[config.mk]
export PLATFORM = sky130hd
export DESIGN_NAME = img_out_reader_flat
export DESIGN_NICKNAME = d
export VERILOG_FILES = /design/src/rtl/img_out_reader_if.sv /design/src/rtl/img_out_reader.sv /design/src/flat_wrapper.sv
export SDC_FILE = /design/constraint.sdc
export NUM_CORES = 1
export LEC_CHECK = 0
export ABC_AREA = 1
export BUFFER_PORTS_ARGS = -buffer_cell sky130_fd_sc_hd__buf_2
export CAP_MARGIN = 10
export CORE_MARGIN = 4
export CORE_UTILIZATION = 58
export DETAILED_ROUTE_END_ITERATION = 8
export GPL_TIMING_DRIVEN = 1
export PLACE_DENSITY_LB_ADDON = 0.1
export SLEW_MARGIN = 20
export SYNTH_ARGS = -nofsm -noshare
export SYNTH_HDL_FRONTEND = slang
export SYNTH_SLANG_ARGS = --single-unit
[constraint.sdc]
create_clock -name clk -period 3.6 [get_ports clk]
set_clock_uncertainty 0.15 [all_clocks]
set_input_delay 0.72 -clock clk [delete_from_list [all_inputs] [get_ports clk]]
set_output_delay 0.72 -clock clk [all_outputs]
set_load 0.02 [all_outputs]
[src/rtl/img_out_reader_if.sv]
// Bus bundle for img_out_reader: the output-memory read port and the
// valid/ready pixel stream with last marker.
// master: the readback engine (drives address and stream).
// slave:  the memory plus downstream consumer (drive read data and ready).
interface img_out_reader_if #(
    parameter int ADDR_W = 19,
    parameter int DATA_W = 8
);
    logic [ADDR_W-1:0] mem_raddr;
    logic [DATA_W-1:0] mem_rdata;
    logic              m_valid;
    logic [DATA_W-1:0] m_data;
    logic              m_last;
    logic              m_ready;

    modport master (
        output mem_raddr,
        input  mem_rdata,
        output m_valid,
        output m_data,
        output m_last,
        input  m_ready
    );

    modport slave (
        input  mem_raddr,
        output mem_rdata,
        input  m_valid,
        input  m_data,
        input  m_last,
        output m_ready
    );
endinterface

[src/rtl/img_out_reader.sv]
// img_out_reader: walks the output-image memory from address 0 to
// out_w*out_h-1 after a start pulse, hides the 1-cycle registered read
// latency and streams the pixels out with valid/ready and a last marker.
// A 2-entry output FIFO plus credit-based read issue means no pixel is ever
// dropped under backpressure while keeping 1 pixel/cycle when m_ready=1.
// Optional feature macro: READBACK_CHECKSUM_EN adds the 16-bit csum output
// (running mod-2^16 sum of transferred pixels).
module img_out_reader #(
    parameter int ADDR_W = 19,
    parameter int DATA_W = 8
) (
    input  logic        clk,
    input  logic        rst_n,      // active-high asynchronous reset
    input  logic        start,
    input  logic [15:0] out_w,
    input  logic [15:0] out_h,
    output logic        busy,
    output logic        done,
    img_out_reader_if.master bus
`ifdef READBACK_CHECKSUM_EN
    ,
    output logic [15:0] csum
`endif
);

    localparam int CW = ADDR_W + 1;

    localparam logic [1:0] S_IDLE  = 2'd0;
    localparam logic [1:0] S_RUN   = 2'd1;
    localparam logic [1:0] S_DRAIN = 2'd2;
    localparam logic [1:0] S_FIN   = 2'd3;

    localparam logic [CW-1:0]     CNT_ONE  = CW'(1);
    localparam logic [ADDR_W-1:0] ADDR_ONE = ADDR_W'(1);

    // Pixel count for the requested image, saturated to the memory size.
    function automatic logic [CW-1:0] clamp_total(input logic [15:0] w,
                                                  input logic [15:0] h);
        logic [31:0] prod;
        logic [32:0] limit;
        prod  = 32'(w) * 32'(h);
        limit = 33'(1) << ADDR_W;
        if ({1'b0, prod} > limit)
            return CW'(limit);
        else
            return CW'(prod);
    endfunction

    // Checksum accumulate, wrapping at 16 bits.
    function automatic logic [15:0] csum_add(input logic [15:0] acc,
                                             input logic [DATA_W-1:0] d);
        return acc + 16'(d);
    endfunction

    logic [1:0]        state;
    logic [CW-1:0]     total_q;
    logic [CW-1:0]     issue_cnt;
    logic [ADDR_W-1:0] raddr;

    logic              rd_vld_p1;
    logic              rd_last_p1;

    logic [DATA_W-1:0] fifo_data [0:1];
    logic              fifo_last [0:1];
    logic              rd_ptr;
    logic              wr_ptr;
    logic [1:0]        fifo_count;

    logic [CW-1:0]     total_next;
    logic [2:0]        occ_next;
    logic              start_ok;
    logic              push;
    logic              pop;
    logic              issue;
    logic              issue_last;
    logic              head_valid;
    logic              head_last;

    assign total_next = clamp_total(out_w, out_h);
    assign start_ok   = (state == S_IDLE) && start;
    assign head_valid = (fifo_count != 2'd0);
    assign head_last  = head_valid && fifo_last[rd_ptr];
    assign pop        = head_valid && bus.m_ready;
    assign push       = rd_vld_p1;

    // Occupancy the FIFO will hold after this edge from entries already
    // stored or in flight; a new read may only issue if that leaves a slot
    // free for it when it lands one edge later.
    assign occ_next   = 3'(fifo_count) + 3'(rd_vld_p1) - 3'(pop);
    assign issue      = (state == S_RUN) && (occ_next <= 3'd1);
    assign issue_last = issue && (issue_cnt == (total_q - CNT_ONE));

    assign bus.mem_raddr = raddr;
    assign bus.m_valid   = head_valid;
    assign bus.m_data    = head_valid ? fifo_data[rd_ptr] : '0;
    assign bus.m_last    = head_last;

    // Control FSM: start acceptance, read address walk, completion.
    always_ff @(posedge clk or posedge rst_n) begin
        if (rst_n) begin
            state     <= S_IDLE;
            busy      <= 1'b0;
            done      <= 1'b0;
            total_q   <= '0;
            issue_cnt <= '0;
            raddr     <= '0;
        end else begin
            case (state)
                S_IDLE: begin
                    if (start) begin
                        total_q   <= total_next;
                        issue_cnt <= '0;
                        raddr     <= '0;
                        busy      <= 1'b1;
                        done      <= 1'b0;
                        state     <= (total_next == '0) ? S_FIN : S_RUN;
                    end
                end
                S_RUN: begin
                    if (issue) begin
                        issue_cnt <= issue_cnt + CNT_ONE;
                        // Address holds on the final pixel so it never wraps.
                        if (issue_last)
                            state <= S_DRAIN;
                        else
                            raddr <= raddr + ADDR_ONE;
                    end
                end
                S_DRAIN: begin
                    if (pop && head_last)
                        state <= S_FIN;
                end
                default: begin
                    busy  <= 1'b0;
                    done  <= 1'b1;
                    state <= S_IDLE;
                end
            endcase
        end
    end

    // ---- stage p1: read issued, memory data arrives next edge ----
    // Track the outstanding read and whether it is the image's final pixel.
    always_ff @(posedge clk or posedge rst_n) begin
        if (rst_n) begin
            rd_vld_p1  <= 1'b0;
            rd_last_p1 <= 1'b0;
        end else begin
            rd_vld_p1  <= issue;
            rd_last_p1 <= issue_last;
        end
    end

    // ---- stage p2: memory data captured into the output FIFO ----
    // FIFO pointers and fill level.
    always_ff @(posedge clk or posedge rst_n) begin
        if (rst_n) begin
            rd_ptr     <= 1'b0;
            wr_ptr     <= 1'b0;
            fifo_count <= 2'd0;
        end else begin
            if (push)
                wr_ptr <= ~wr_ptr;
            if (pop)
                rd_ptr <= ~rd_ptr;
            fifo_count <= fifo_count + 2'(push) - 2'(pop);
        end
    end

    // FIFO storage; contents are qualified by the fill level, so no reset.
    always_ff @(posedge clk) begin
        if (push) begin
            fifo_data[wr_ptr] <= bus.mem_rdata;
            fifo_last[wr_ptr] <= rd_last_p1;
        end
    end

`ifdef READBACK_CHECKSUM_EN
    // Running sum of every transferred pixel, restarted on accepted start.
    always_ff @(posedge clk or posedge rst_n) begin
        if (rst_n)
            csum <= 16'd0;
        else if (start_ok)
            csum <= 16'd0;
        else if (pop)
            csum <= csum_add(csum, bus.m_data);
    end
`endif

endmodule

[src/flat_wrapper.sv]
// flat-port wrapper written by rule: the top's interface ports become plain ports
module img_out_reader_flat 
#(
    parameter int ADDR_W = 19,
    parameter int DATA_W = 8
)
  (clk, rst_n, start, out_w, out_h, busy, done, bus_mem_raddr, bus_mem_rdata, bus_m_valid, bus_m_data, bus_m_last, bus_m_ready);
  img_out_reader_if #(.ADDR_W(ADDR_W), .DATA_W(DATA_W)) bus_i ();
  input  logic clk;
  input  logic rst_n;
  input  logic start;
  input  logic [15:0] out_w;
  input  logic [15:0] out_h;
  output logic busy;
  output logic done;
  output wire logic [$bits(bus_i.mem_raddr)-1:0] bus_mem_raddr;
  input wire logic [$bits(bus_i.mem_rdata)-1:0] bus_mem_rdata;
  output wire logic [$bits(bus_i.m_valid)-1:0] bus_m_valid;
  output wire logic [$bits(bus_i.m_data)-1:0] bus_m_data;
  output wire logic [$bits(bus_i.m_last)-1:0] bus_m_last;
  input wire logic [$bits(bus_i.m_ready)-1:0] bus_m_ready;
  assign bus_mem_raddr = bus_i.mem_raddr;
  assign bus_i.mem_rdata = bus_mem_rdata;
  assign bus_m_valid = bus_i.m_valid;
  assign bus_m_data = bus_i.m_data;
  assign bus_m_last = bus_i.m_last;
  assign bus_i.m_ready = bus_m_ready;
  img_out_reader #(.ADDR_W(ADDR_W), .DATA_W(DATA_W)) u_core (.clk(clk), .rst_n(rst_n), .start(start), .out_w(out_w), .out_h(out_h), .busy(busy), .done(done), .bus(bus_i));
endmodule
==> flow_metrics.py <==
metrics = {
    "worst_setup_path": {
        "cpPeakStageDelay_ns": 0.58,
        "cp_common_cell": "nand2_1",
        "start_kind": "input pin",
        "crit_path_end_kind": "flop",
        "r2r_start": "u_core.fifo_count[0]",
        "cp.required_ns": 3.69,
        "r2r_slack_ns": -0.01,
        "slowest_stage": "fa_1",
        "crit_path_max_fanout": 7,
        "reg2reg_depth": 18,
        "cp.arrival_ns": 6.35,
        "r2r-end": "u_core.issue_cnt[14]",
        "crit_type": "input pin to flop",
    },
    "outcome": {
        "violations": "setup timing",
        "outcome": "finished with violations",
    },
    "global_routing": {
        "grt_first_pass_wirelength_um": 65340,
        "grt_pass1_vias": 13890,
        "antenna_found_initial": 0,
        "grt_max_degree": 42,
        "overflow": 0,
        "grtUsageTotal_pct": 28.32,
    },
    "sta": {
        "setup_tns_ns": -53.79,
        "holdWs_ns": 0.3647,
        "relSlewSlack_pct": 39.11,
        "rsz0062_at_grt": "true",
        "fin_crit_sh_pct": 174.0,
        "hold_viol_final": 0,
        "setup_slack_ns": -2.664,
        "setup_viol": 22,
        "tightest_slew_ns": 0.9121,
        "fmax_mhz": 159.6,
        "min_period_ns": 6.264,
        "slew_viol_final": 0,
    },
    "layout": {
        "n_fill_cell": 1883,
        "antenna_cells": 0,
        "layout.cells.non_filler": 2550,
        "area_growth_pct": 25.11,
        "final_core_util_pct": 74.22,
        "final_nets": 2573,
        "drive_gt1_share_pct": 22.78,
    },
    "hold_path": {
        "hold_start": "u_core.busy",
        "min_to": "u_core.busy",
        "hold_depth": 2,
        "hold_path_class": "flop to flop",
    },
    "drt": {
        "wl_per_cell_um": 15.19,
        "dr.pass1.iters": 5,
        "totalWireLength_um": 38740,
        "vias_per_cell": 5.215,
        "drt_iter0_markers": 871,
        "vias": 13300,
        "drc_errors": 0,
        "ant_nets": 0,
    },
    "floorplanning": {
        "die_w_um": 166.4,
        "die_h_um": 166.4,
        "core_um2": 24530,
        "placementRows": 57,
        "ios": 75,
        "dieArea_um2": 27690,
        "start_util_pct": 59.33,
    },
    "synth": {
        "yosys-top-cells-count": "nand2_1, inv_1, fa_1, nor2_1, ha_1",
        "synth_top_area_cell": "fa_1",
        "avgSynthCellArea_um2": 7.234,
        "synth_adder_area_share_pct": 36.53,
        "yosysUniqueCellTypes": 49,
        "syn_area_um2": 14560,
        "syn_nets": 2364,
        "synthArstFlopShare_pct": 79.31,
        "synth_compound_area_share_pct": 4.264,
        "synth_area_leaders": "fa_1, nand2_1, inv_1",
        "synth_top_flop_cell": "dfrtp_1",
        "synthCells": 2012,
        "synthMuxAreaShare_pct": 0,
        "ys_ff_latch": 87,
        "yosysMostFrequentCell": "nand2_1",
        "synth_simple_gate_area_share_pct": 25.57,
        "synth_top_family_by_area": "adder cells",
        "synthXorXnorAreaFrac_pct": 2.828,
        "synth_edf_count": 18,
        "synth_top_cell_area_share_pct": 26.82,
        "synth_warnings": 0,
        "ys_seq_area_share_pct": 15.58,
    },
    "clock_tree": {
        "worstSkewPairLatency_ns": 0.35,
        "cts_buffers": 9,
        "ctsLongestPathBuffers": 2,
        "root_buffer": "clkbuf_16",
        "cts_tree": "built",
        "cts_htree_levels": 3,
        "cts.sinks": 87,
        "clkTransAtPathRegs_ns": 0.07,
    },
    "placement": {
        "hpwl_um": 31490,
        "routabilityCongestion": 0.8869,
        "place.port_buffers": 74,
        "dp_cells": 2520,
    },
    "flow_run": {
        "drv_cap": 0,
    },
}
==> per-stage QoR <==
stage,worst slack (ns),cell area (µm²)
finish,-2.664,18210
global route,-2.886,18210
CTS,-2.584,17620
detailed placement,-3.160,16810
global placement,-3.059,16810
floorplan,-2.616,15220
==> state kept, by name, indices dropped and copies added, names as in the netlist <==
signal	flops
u_core.bus.mem_raddr	19
u_core.wr_ptr	1
u_core.busy	1
u_core.fifo_last	2
u_core.fifo_count	2
u_core.done	1
u_core.push	1
u_core.rd_ptr	1
u_core.total_q	20
u_core.fifo_data	16
u_core.state	2
u_core.rd_last_p1	1
u_core.issue_cnt	20
==> cells in the final DEF, fill, tap and decap left out, drive strengths merged, types with 3 or more instances in the layout <==
cell type and instances:
clkbuf 13, nor3b 4, nand2 584, xor2 32
ha 113, dfrtp 69, fa 195, nand3 75
nor3 25, o21ai 32, and3 3, o21bai 6
nand3b 15, edfxtp 18, clkinv 4, nor4 12
o211ai 5, or2 9, nand4 27, xnor2 15
nor2 124, o31ai 14, buf 272, and2 3
a21oi 42, inv 506
==> cell type report <==
class / count / area (µm²) / area share [%]
Clock buffer: 11 / 257.7 / 1.415
Clock inverter: 5 / 40.04 / 0.2199
Inverter: 507 / 1914 / 10.51
Multi-Input combinational cell: 1341 / 11010 / 60.48
Sequential cell: 87 / 2267 / 12.45
Tap cell: 324 / 405.4 / 2.226
Timing Repair Buffer: 275 / 2312 / 12.70
==> worst max-delay path, delay by kind of cell <==
family	cells	cell delay, ns
buffers and inverters	8	0.62
AO/OA/AOI/OAI	1	0.17
AND/OR/NAND/NOR	20	1.43
adder cells (fa/ha/maj)	7	3.38
==> worst max-delay path by stage <==
stage          startpoint            endpoint  slack (ns)  cells past startpoint
2_1_floorplan    out_h[6]     u_core.state[1]       -2.62                     36
3_3_place_gp     out_w[9]     u_core.state[1]       -3.06                     31
3_5_place_dp     out_w[9]  u_core.total_q[11]       -3.16                     30
4_1_cts         out_w[10]     u_core.state[1]       -2.58                     35
5_1_grt         out_h[15]     u_core.state[1]       -2.89                     36
6_report         out_w[2]     u_core.state[1]       -2.66                     36
==> timing repair <==
item,CTS,global route
pin swaps,51,67
hold buffers,0,0
setup buffers,6,7
resized for setup,123,146
gates cloned,1,1
setup endpoints to repair,26,43
==> kinds of logic after synthesis <==
| kind of cell | Yosys count |
|---|---|
| and+or+nand+nor | 881 |
| buffers and inverters | 584 |
| adders and majority gates | 308 |
| AOI/OAI and AO/OA | 105 |
| DFF | 87 |
| xor gates and xnor gates | 47 |
==> layer usage <==
| layer | wire length [µm] | vias to the layer above | GRT usage [%] |
|---|---|---|---|
| met5 | 0 | - | 0 |
| met2 | 20530 | 371 | 52.94 |
| met1 | 15080 | 6457 | 34.03 |
| met4 | 1370 | 0 | 9.783 |
| li1 | - | 6374 | - |
| met3 | 1764 | 97 | 2.797 |
Power is left out: the tool's default activity adds up to more than one toggle a clock period on the data nets, which glitch-free logic cannot reach.
